==> src/rtl/pool_pkg.sv <==
// Shared types and constants for the pooling window feeder.
package pool_pkg;
   localparam int DW_DEF   = 16;
   localparam int WIN_COLS = 4;

   typedef enum logic [1:0] {
      ST_FILL,
      ST_COLLECT,
      ST_ISSUE,
      ST_WAIT
   } state_e;
endpackage

==> src/rtl/pool_window_feeder_if.sv <==
// Pixel stream, per-frame config and the 2x4 window/handshake toward the pooling unit.
interface pool_window_feeder_if
   import pool_pkg::*;
#(
   parameter int DW = DW_DEF
) ();
   logic          s_valid;
   logic [DW-1:0] s_data;
   logic          s_ready;
   logic          cfg_size1, cfg_size2, cfg_pool_sel;
   logic          size1, size2, pool_sel;
   logic [DW-1:0] d_0, d_1, d_2, d_3, d_4, d_5, d_6, d_7;
   logic          start, en, done, frame_done;

   modport master (
      input  s_valid, s_data, cfg_size1, cfg_size2, cfg_pool_sel, done,
      output s_ready, size1, size2, pool_sel,
             d_0, d_1, d_2, d_3, d_4, d_5, d_6, d_7, start, en, frame_done
   );

   modport slave (
      output s_valid, s_data, cfg_size1, cfg_size2, cfg_pool_sel, done,
      input  s_ready, size1, size2, pool_sel,
             d_0, d_1, d_2, d_3, d_4, d_5, d_6, d_7, start, en, frame_done
   );
endinterface

==> src/rtl/pool_line_buffer.sv <==
// One-row line buffer: register array, one synchronous write port, one async read port.
module pool_line_buffer #(
   parameter  int DW    = 16,
   parameter  int DEPTH = 32,
   localparam int AW    = $clog2(DEPTH)
) (
   input  logic          clk,
   input  logic          we_i,
   input  logic [AW-1:0] waddr_i,
   input  logic [DW-1:0] wdata_i,
   input  logic [AW-1:0] raddr_i,
   output logic [DW-1:0] rdata_o
);
   // Contents are intentionally not reset; every entry is rewritten before it is read.
   logic [DW-1:0] mem_q [DEPTH];

   always_ff @(posedge clk) begin
      if (we_i) mem_q[waddr_i] <= wdata_i;
   end

   assign rdata_o = mem_q[raddr_i];
endmodule

==> src/rtl/pool_window_feeder.sv <==
// Buffers an even row, pairs it with 4-column slices of the next odd row and hands
// each 2x4 window to the pooling unit with a start/en/done handshake.
module pool_window_feeder
   import pool_pkg::*;
#(
   parameter int DW    = DW_DEF,
   parameter int IMG_W = 32,
   parameter int IMG_H = 32
) (
   input logic                 clk,
   input logic                 rst_fsm,
   pool_window_feeder_if.master pw
);
   localparam int CW = $clog2(IMG_W);
   localparam int RW = (IMG_H > 2) ? $clog2(IMG_H) : 1;

   state_e                        state_q;
   logic [CW-1:0]                 col_q, col_d;
   logic [RW-1:0]                 row_q, row_d;
   logic [WIN_COLS-1:0][DW-1:0]   top_q, bot_q;
   logic [WIN_COLS-1:0][DW-1:0]   win_top_q, win_bot_q;
   logic [WIN_COLS-1:0][DW-1:0]   win_top_d, win_bot_d;
   logic                          start_q, en_q, fd_q;
   logic                          size1_q, size2_q, pool_sel_q;
   logic [DW-1:0]                 lb_rdata;
   logic [1:0]                    slot;
   logic                          accept, col_last, row_last;

   assign pw.s_ready = (state_q == ST_FILL || state_q == ST_COLLECT) && !rst_fsm;
   assign accept     = pw.s_valid && pw.s_ready;
   assign slot       = col_q[1:0];
   assign col_last   = (col_q == CW'(IMG_W - 1));
   assign row_last   = (row_q == RW'(IMG_H - 1));
   assign col_d      = col_last ? '0 : col_q + 1'b1;
   assign row_d      = row_last ? '0 : row_q + 1'b1;

   pool_line_buffer #(.DW(DW), .DEPTH(IMG_W)) u_lb (
      .clk     (clk),
      .we_i    (accept && state_q == ST_FILL),
      .waddr_i (col_q),
      .wdata_i (pw.s_data),
      .raddr_i (col_q),
      .rdata_o (lb_rdata)
   );

   // The 4th pixel of a slice bypasses the stage regs so the window lands with start.
   always_comb begin
      win_top_d    = top_q;
      win_bot_d    = bot_q;
      win_top_d[3] = lb_rdata;
      win_bot_d[3] = pw.s_data;
   end

   always_ff @(posedge clk) begin
      if (rst_fsm) begin
         state_q    <= ST_FILL;
         col_q      <= '0;
         row_q      <= '0;
         top_q      <= '0;
         bot_q      <= '0;
         win_top_q  <= '0;
         win_bot_q  <= '0;
         start_q    <= 1'b0;
         en_q       <= 1'b0;
         fd_q       <= 1'b0;
         size1_q    <= 1'b0;
         size2_q    <= 1'b0;
         pool_sel_q <= 1'b0;
      end else begin
         start_q <= 1'b0;
         fd_q    <= 1'b0;
         case (state_q)
            ST_FILL: if (accept) begin
               if (row_q == '0 && col_q == '0) begin
                  size1_q    <= pw.cfg_size1;
                  size2_q    <= pw.cfg_size2;
                  pool_sel_q <= pw.cfg_pool_sel;
               end
               col_q <= col_d;
               if (col_last) begin
                  row_q   <= row_d;
                  state_q <= ST_COLLECT;
               end
            end
            ST_COLLECT: if (accept) begin
               top_q[slot] <= lb_rdata;
               bot_q[slot] <= pw.s_data;
               col_q       <= col_d;
               if (slot == 2'd3) begin
                  win_top_q <= win_top_d;
                  win_bot_q <= win_bot_d;
                  start_q   <= 1'b1;
                  en_q      <= 1'b1;
                  state_q   <= ST_ISSUE;
               end
            end
            ST_ISSUE: state_q <= ST_WAIT;
            ST_WAIT: if (pw.done) begin
               en_q <= 1'b0;
               // col already wrapped to 0 means that was the row's last slice
               if (col_q == '0) begin
                  row_q   <= row_d;
                  fd_q    <= row_last;
                  state_q <= ST_FILL;
               end else begin
                  state_q <= ST_COLLECT;
               end
            end
            default: state_q <= ST_FILL;
         endcase
      end
   end

   assign pw.d_0        = win_top_q[0];
   assign pw.d_1        = win_top_q[1];
   assign pw.d_2        = win_top_q[2];
   assign pw.d_3        = win_top_q[3];
   assign pw.d_4        = win_bot_q[0];
   assign pw.d_5        = win_bot_q[1];
   assign pw.d_6        = win_bot_q[2];
   assign pw.d_7        = win_bot_q[3];
   assign pw.start      = start_q;
   assign pw.en         = en_q;
   assign pw.frame_done = fd_q;
   assign pw.size1      = size1_q;
   assign pw.size2      = size2_q;
   assign pw.pool_sel   = pool_sel_q;
endmodule

==> src/flat_wrapper.sv <==
// flat-port wrapper written by rule: the top's interface ports become plain ports
module pool_window_feeder_flat import pool_pkg::*;
#(
   parameter int DW    = DW_DEF,
   parameter int IMG_W = 32,
   parameter int IMG_H = 32
)
  (clk, rst_fsm, pw_s_valid, pw_s_data, pw_cfg_size1, pw_cfg_size2, pw_cfg_pool_sel, pw_done, pw_s_ready, pw_size1, pw_size2, pw_pool_sel, pw_d_0, pw_d_1, pw_d_2, pw_d_3, pw_d_4, pw_d_5, pw_d_6, pw_d_7, pw_start, pw_en, pw_frame_done);
  pool_window_feeder_if #(.DW(DW)) pw_i ();
  input logic clk;
  input logic rst_fsm;
  input wire logic [$bits(pw_i.s_valid)-1:0] pw_s_valid;
  input wire logic [$bits(pw_i.s_data)-1:0] pw_s_data;
  input wire logic [$bits(pw_i.cfg_size1)-1:0] pw_cfg_size1;
  input wire logic [$bits(pw_i.cfg_size2)-1:0] pw_cfg_size2;
  input wire logic [$bits(pw_i.cfg_pool_sel)-1:0] pw_cfg_pool_sel;
  input wire logic [$bits(pw_i.done)-1:0] pw_done;
  output wire logic [$bits(pw_i.s_ready)-1:0] pw_s_ready;
  output wire logic [$bits(pw_i.size1)-1:0] pw_size1;
  output wire logic [$bits(pw_i.size2)-1:0] pw_size2;
  output wire logic [$bits(pw_i.pool_sel)-1:0] pw_pool_sel;
  output wire logic [$bits(pw_i.d_0)-1:0] pw_d_0;
  output wire logic [$bits(pw_i.d_1)-1:0] pw_d_1;
  output wire logic [$bits(pw_i.d_2)-1:0] pw_d_2;
  output wire logic [$bits(pw_i.d_3)-1:0] pw_d_3;
  output wire logic [$bits(pw_i.d_4)-1:0] pw_d_4;
  output wire logic [$bits(pw_i.d_5)-1:0] pw_d_5;
  output wire logic [$bits(pw_i.d_6)-1:0] pw_d_6;
  output wire logic [$bits(pw_i.d_7)-1:0] pw_d_7;
  output wire logic [$bits(pw_i.start)-1:0] pw_start;
  output wire logic [$bits(pw_i.en)-1:0] pw_en;
  output wire logic [$bits(pw_i.frame_done)-1:0] pw_frame_done;
  assign pw_i.s_valid = pw_s_valid;
  assign pw_i.s_data = pw_s_data;
  assign pw_i.cfg_size1 = pw_cfg_size1;
  assign pw_i.cfg_size2 = pw_cfg_size2;
  assign pw_i.cfg_pool_sel = pw_cfg_pool_sel;
  assign pw_i.done = pw_done;
  assign pw_s_ready = pw_i.s_ready;
  assign pw_size1 = pw_i.size1;
  assign pw_size2 = pw_i.size2;
  assign pw_pool_sel = pw_i.pool_sel;
  assign pw_d_0 = pw_i.d_0;
  assign pw_d_1 = pw_i.d_1;
  assign pw_d_2 = pw_i.d_2;
  assign pw_d_3 = pw_i.d_3;
  assign pw_d_4 = pw_i.d_4;
  assign pw_d_5 = pw_i.d_5;
  assign pw_d_6 = pw_i.d_6;
  assign pw_d_7 = pw_i.d_7;
  assign pw_start = pw_i.start;
  assign pw_en = pw_i.en;
  assign pw_frame_done = pw_i.frame_done;
  pool_window_feeder #(.DW(DW), .IMG_W(IMG_W), .IMG_H(IMG_H)) u_core (.clk(clk), .rst_fsm(rst_fsm), .pw(pw_i));
endmodule
==> config.mk <==
export PLATFORM = sky130hd
export DESIGN_NAME = pool_window_feeder_flat
export DESIGN_NICKNAME = d
export VERILOG_FILES = /design/src/rtl/pool_pkg.sv /design/src/rtl/pool_window_feeder_if.sv /design/src/rtl/pool_line_buffer.sv /design/src/rtl/pool_window_feeder.sv /design/src/flat_wrapper.sv
export SDC_FILE = /design/constraint.sdc
export NUM_CORES = 1
export LEC_CHECK = 0
export CAP_MARGIN = 20
export CORE_MARGIN = 8
export CORE_UTILIZATION = 64
export DETAILED_ROUTE_END_ITERATION = 8
export GPL_TIMING_DRIVEN = 0
export PLACE_DENSITY = 0.82
export REMOVE_ABC_BUFFERS = 1
export SLEW_MARGIN = 20
export SYNTH_ARGS = -nofsm -noshare
export SYNTH_HDL_FRONTEND = slang
export SYNTH_SLANG_ARGS = --single-unit
==> constraint.sdc <==
create_clock -name clk -period 6.6 [get_ports clk]
set_input_delay 0.66 -clock clk [delete_from_list [all_inputs] [get_ports clk]]
set_output_delay 0.66 -clock clk [all_outputs]
set_load 0.005 [all_outputs]
==> results.md <==
* Placed cells at 2788
* DRC violations left at 0
* Max layer used: met4
* Post-synth cell types at 41
* Biggest regs: u_core.u_lb.mem_q x512, u_core.bot_q x48, u_core.top_q x48
* Vias per cell at 6.33
* Synth Area per Inst at 13.7 sq um
* Most used cell, CP: buf_12
* Post-synthesis compound-gate area fraction at 0.104
* Layout cell share with drive strength beyond 1 at 0.131
* Die Span Y at approximately 230 um
* Initial antenna violation count at 0
* Worst slew pin tran at 945 ps
* Clock buffer depth at 3
* Cts hold-fix bufs at 0
* Largest Register: u_core.u_lb.mem_q
* Max FFs per register at between 500 and 600
* DP Wirelength at 43000 um
* Final setup viols at 0
* Outcome: finished, final reports clean
* Synth Area in Adders at 0.00476
* Clock transition at path regs at 60 ps
* Crit end category: register
* Top FF cell, synth: edfxtp_1
* Final worst slack at roughly 2600 ps
* Worst-path cell chain: buf_12, buf_12, buf_12, buf_16, buf_16, mux2i_1, a22oi_1, a21oi_1, or4_4, a211oi_2
* Routed Antenna Nets at 0
* Num CTS Buffers at 74
* Post-synth top area share at 0.531
* Hold depth at 2
* Crit-path max cell delay at 870 ps
* Max-slew headroom at 0.370
* Largest family of logic cells by synthesized area: compound AO/OA/AOI/OAI gates
* Final clock skew at around 32 ps
* Setup bufs post-CTS at 0
* FILL cells at between 2000 and 2500
* DIE AREA at 52300 sq um
* Met3 wire len at between 5000 and 6000 um
* Reg2Reg Depth at 10
* Worst skew pair latency at 610 ps
* Synth async-reset ratio at 0
* GPL Wtd Cong at 0.759
* GRT overflow at 0
* CTS H-Tree Depth at 3
* Wl on met1 at approximately 27000 um
* Sink Count at 759
* Reg area at roughly 20000 sq um
* Leakage at 10.7 nW
* Design Power at 0.0100 W
* Total of max-cap violations at 0
* Simple logic cell fraction of the synthesized area at 0.0729
* Wirelength per Cell at 24.4 um
* Pin count of the biggest net entering global routing at 109
* Final hold slack at 446 ps
* Core area at 45000 sq um
* Most common cell in the netlist: edfxtp_1
* Vias in the first global route at ~19000
* Crit path time final at 3960 ps
* CP top delay family: buffers and inverters
* Worst-path maximum fanout at 46
* Iteration-0 DRC Markers at 2029
* Clock root buffer: clkbuf_16
* Worst path bufs/invs at 5
* Ant diodes at 0
* DR WL met2 at between 30000 and 40000 um
* CTS tree: yes
* Mux cell area share after synthesis at 0.0906
* Yosys warning count at 0
* Cells after Synth at about 2100
* Multi-input gate area at 8000 sq um
* Mapped Area at 28900 sq um
* Arrival time of the worst setup path at 4480 ps
* Fin. Hold Viols at 0
* Pre-antenna DRT Iters at 7
* Reg2Reg Setup Slack at 2640 ps
* CP startpoint kind: register
* CP max-delay cell: dfxtp_4
* Fmax at 253 MHz
* Dpl ws at 2690 ps
* Peak supply drop at 0.215 mV
* Commonest cells post-synth: edfxtp_1 (512), nand2_1 (326), mux2i_1 (262)
* Crit Path Class: reg -> reg
* First-pass GRT wire length at 109000 um
* Synth-to-layout area growth at 17.3%
* CP Depth at 10
* Pwr dens at between 200 and 300 nW/um^2
* Final Cycle Share at 0.600
* Site Rows at 78
* Seq cells post-synth at 759
* Cts repair resizes at 0
* Io pins at 158
* Synth area leader: edfxtp_1
* Hold WC Path Type: in -> reg
* Max-slew violations at 0
* Total number of vias at 18500
* Ranking of synthesized cells by area: edfxtp_1 (53%), dfxtp_1 (17%), mux2i_1 (9.1%)
* RSZ-0062 raised after global routing: no
* Starting Density at 0.643
* Port Buf Inserts at 157
* GR Util All Layers at 0.266
* Worst EP required at 7120 ps
* Final cell count without fillers at between 2000 and 3000
* Aggregate routed wire length at a little over 70000 um
* Nets at 2298
* EDFF count, synth at 512
* Post-Synth XOR/XNOR Area at 0
* Sequential area share after synthesis at 0.702
* Die width at 229 um
==> stage by stage <==
step	TNS, ps	area, sq um	utilization
after floorplan	-222030	28200	-
final	0	33900	0.754
after global routing	0	33900	0.754
after global placement	-4130890	30600	0.679
after detailed placement	0	31500	0.701
after CTS	0	34000	0.755
==> final timing paths <==
kind                            startpoint                              to
min reg2reg  u_core.bot_q[36]$_SDFFE_PP0P_   u_core.pw.d_6[4]$_SDFFE_PP0P_
max                               register   u_core.pw.d_3[6]$_SDFFE_PP0P_
max reg2reg                       register   u_core.pw.d_3[6]$_SDFFE_PP0P_
min                                rst_fsm  u_core.state_q[1]$_SDFFE_PP0P_
==> report_power, final <==
part / switching (W) / leakage, nW / total [W] / internal, W
logic: 0.000442 / 2.89 / 0.000701 / 0.000260
registers: 0.0000358 / 6.60 / 0.00514 / 0.00511
clock network: 0.00178 / 1.19 / 0.00420 / 0.00242
total: 0.00225 / 10.7 / 0.0100 / 0.00779
==> routing by layer <==
metal	global-route usage	vias up
met4	0.111	0
met3	0.0413	166
li1	-	8132
met5	0	-
met2	0.461	919
met1	0.332	9293
==> kinds of logic after synthesis <==
group / after synthesis
multiplexers: 262
adder cells (fa/ha/maj): 11
flip-flops: 759
AO/OA/AOI/OAI: 438
AND/OR/NAND/NOR: 498
buffers and inverters: 150
==> layout by cell type (no fill, tap or decap), types with 9 or more instances in the layout <==
cell and n:
ha_1 11, buf_2 16, clkdlybuf4s50_1 140, mux2i_1 262, clkbuf_16 80, edfxtp_1 512, clkinv_2 11, buf_8 13
nor2_2 32, a22oi_1 128, clkbuf_1 15, buf_12 12, nor2_1 79, a211oi_2 64, clkinv_1 12, nand3_1 10
or4_4 16, nand2_1 326, buf_6 21, buf_16 9, a21oi_1 231, dfxtp_1 246
==> cell type report <==
type                            count  area share
Clock buffer                       99      0.0623
Clock inverter                     36     0.00933
Inverter                            9     0.00114
Multi-Input combinational cell   1209       0.236
Sequential cell                   759       0.599
Tap cell                          600      0.0221
Timing Repair Buffer              211      0.0707
Power figures use the tool's default switching activity.
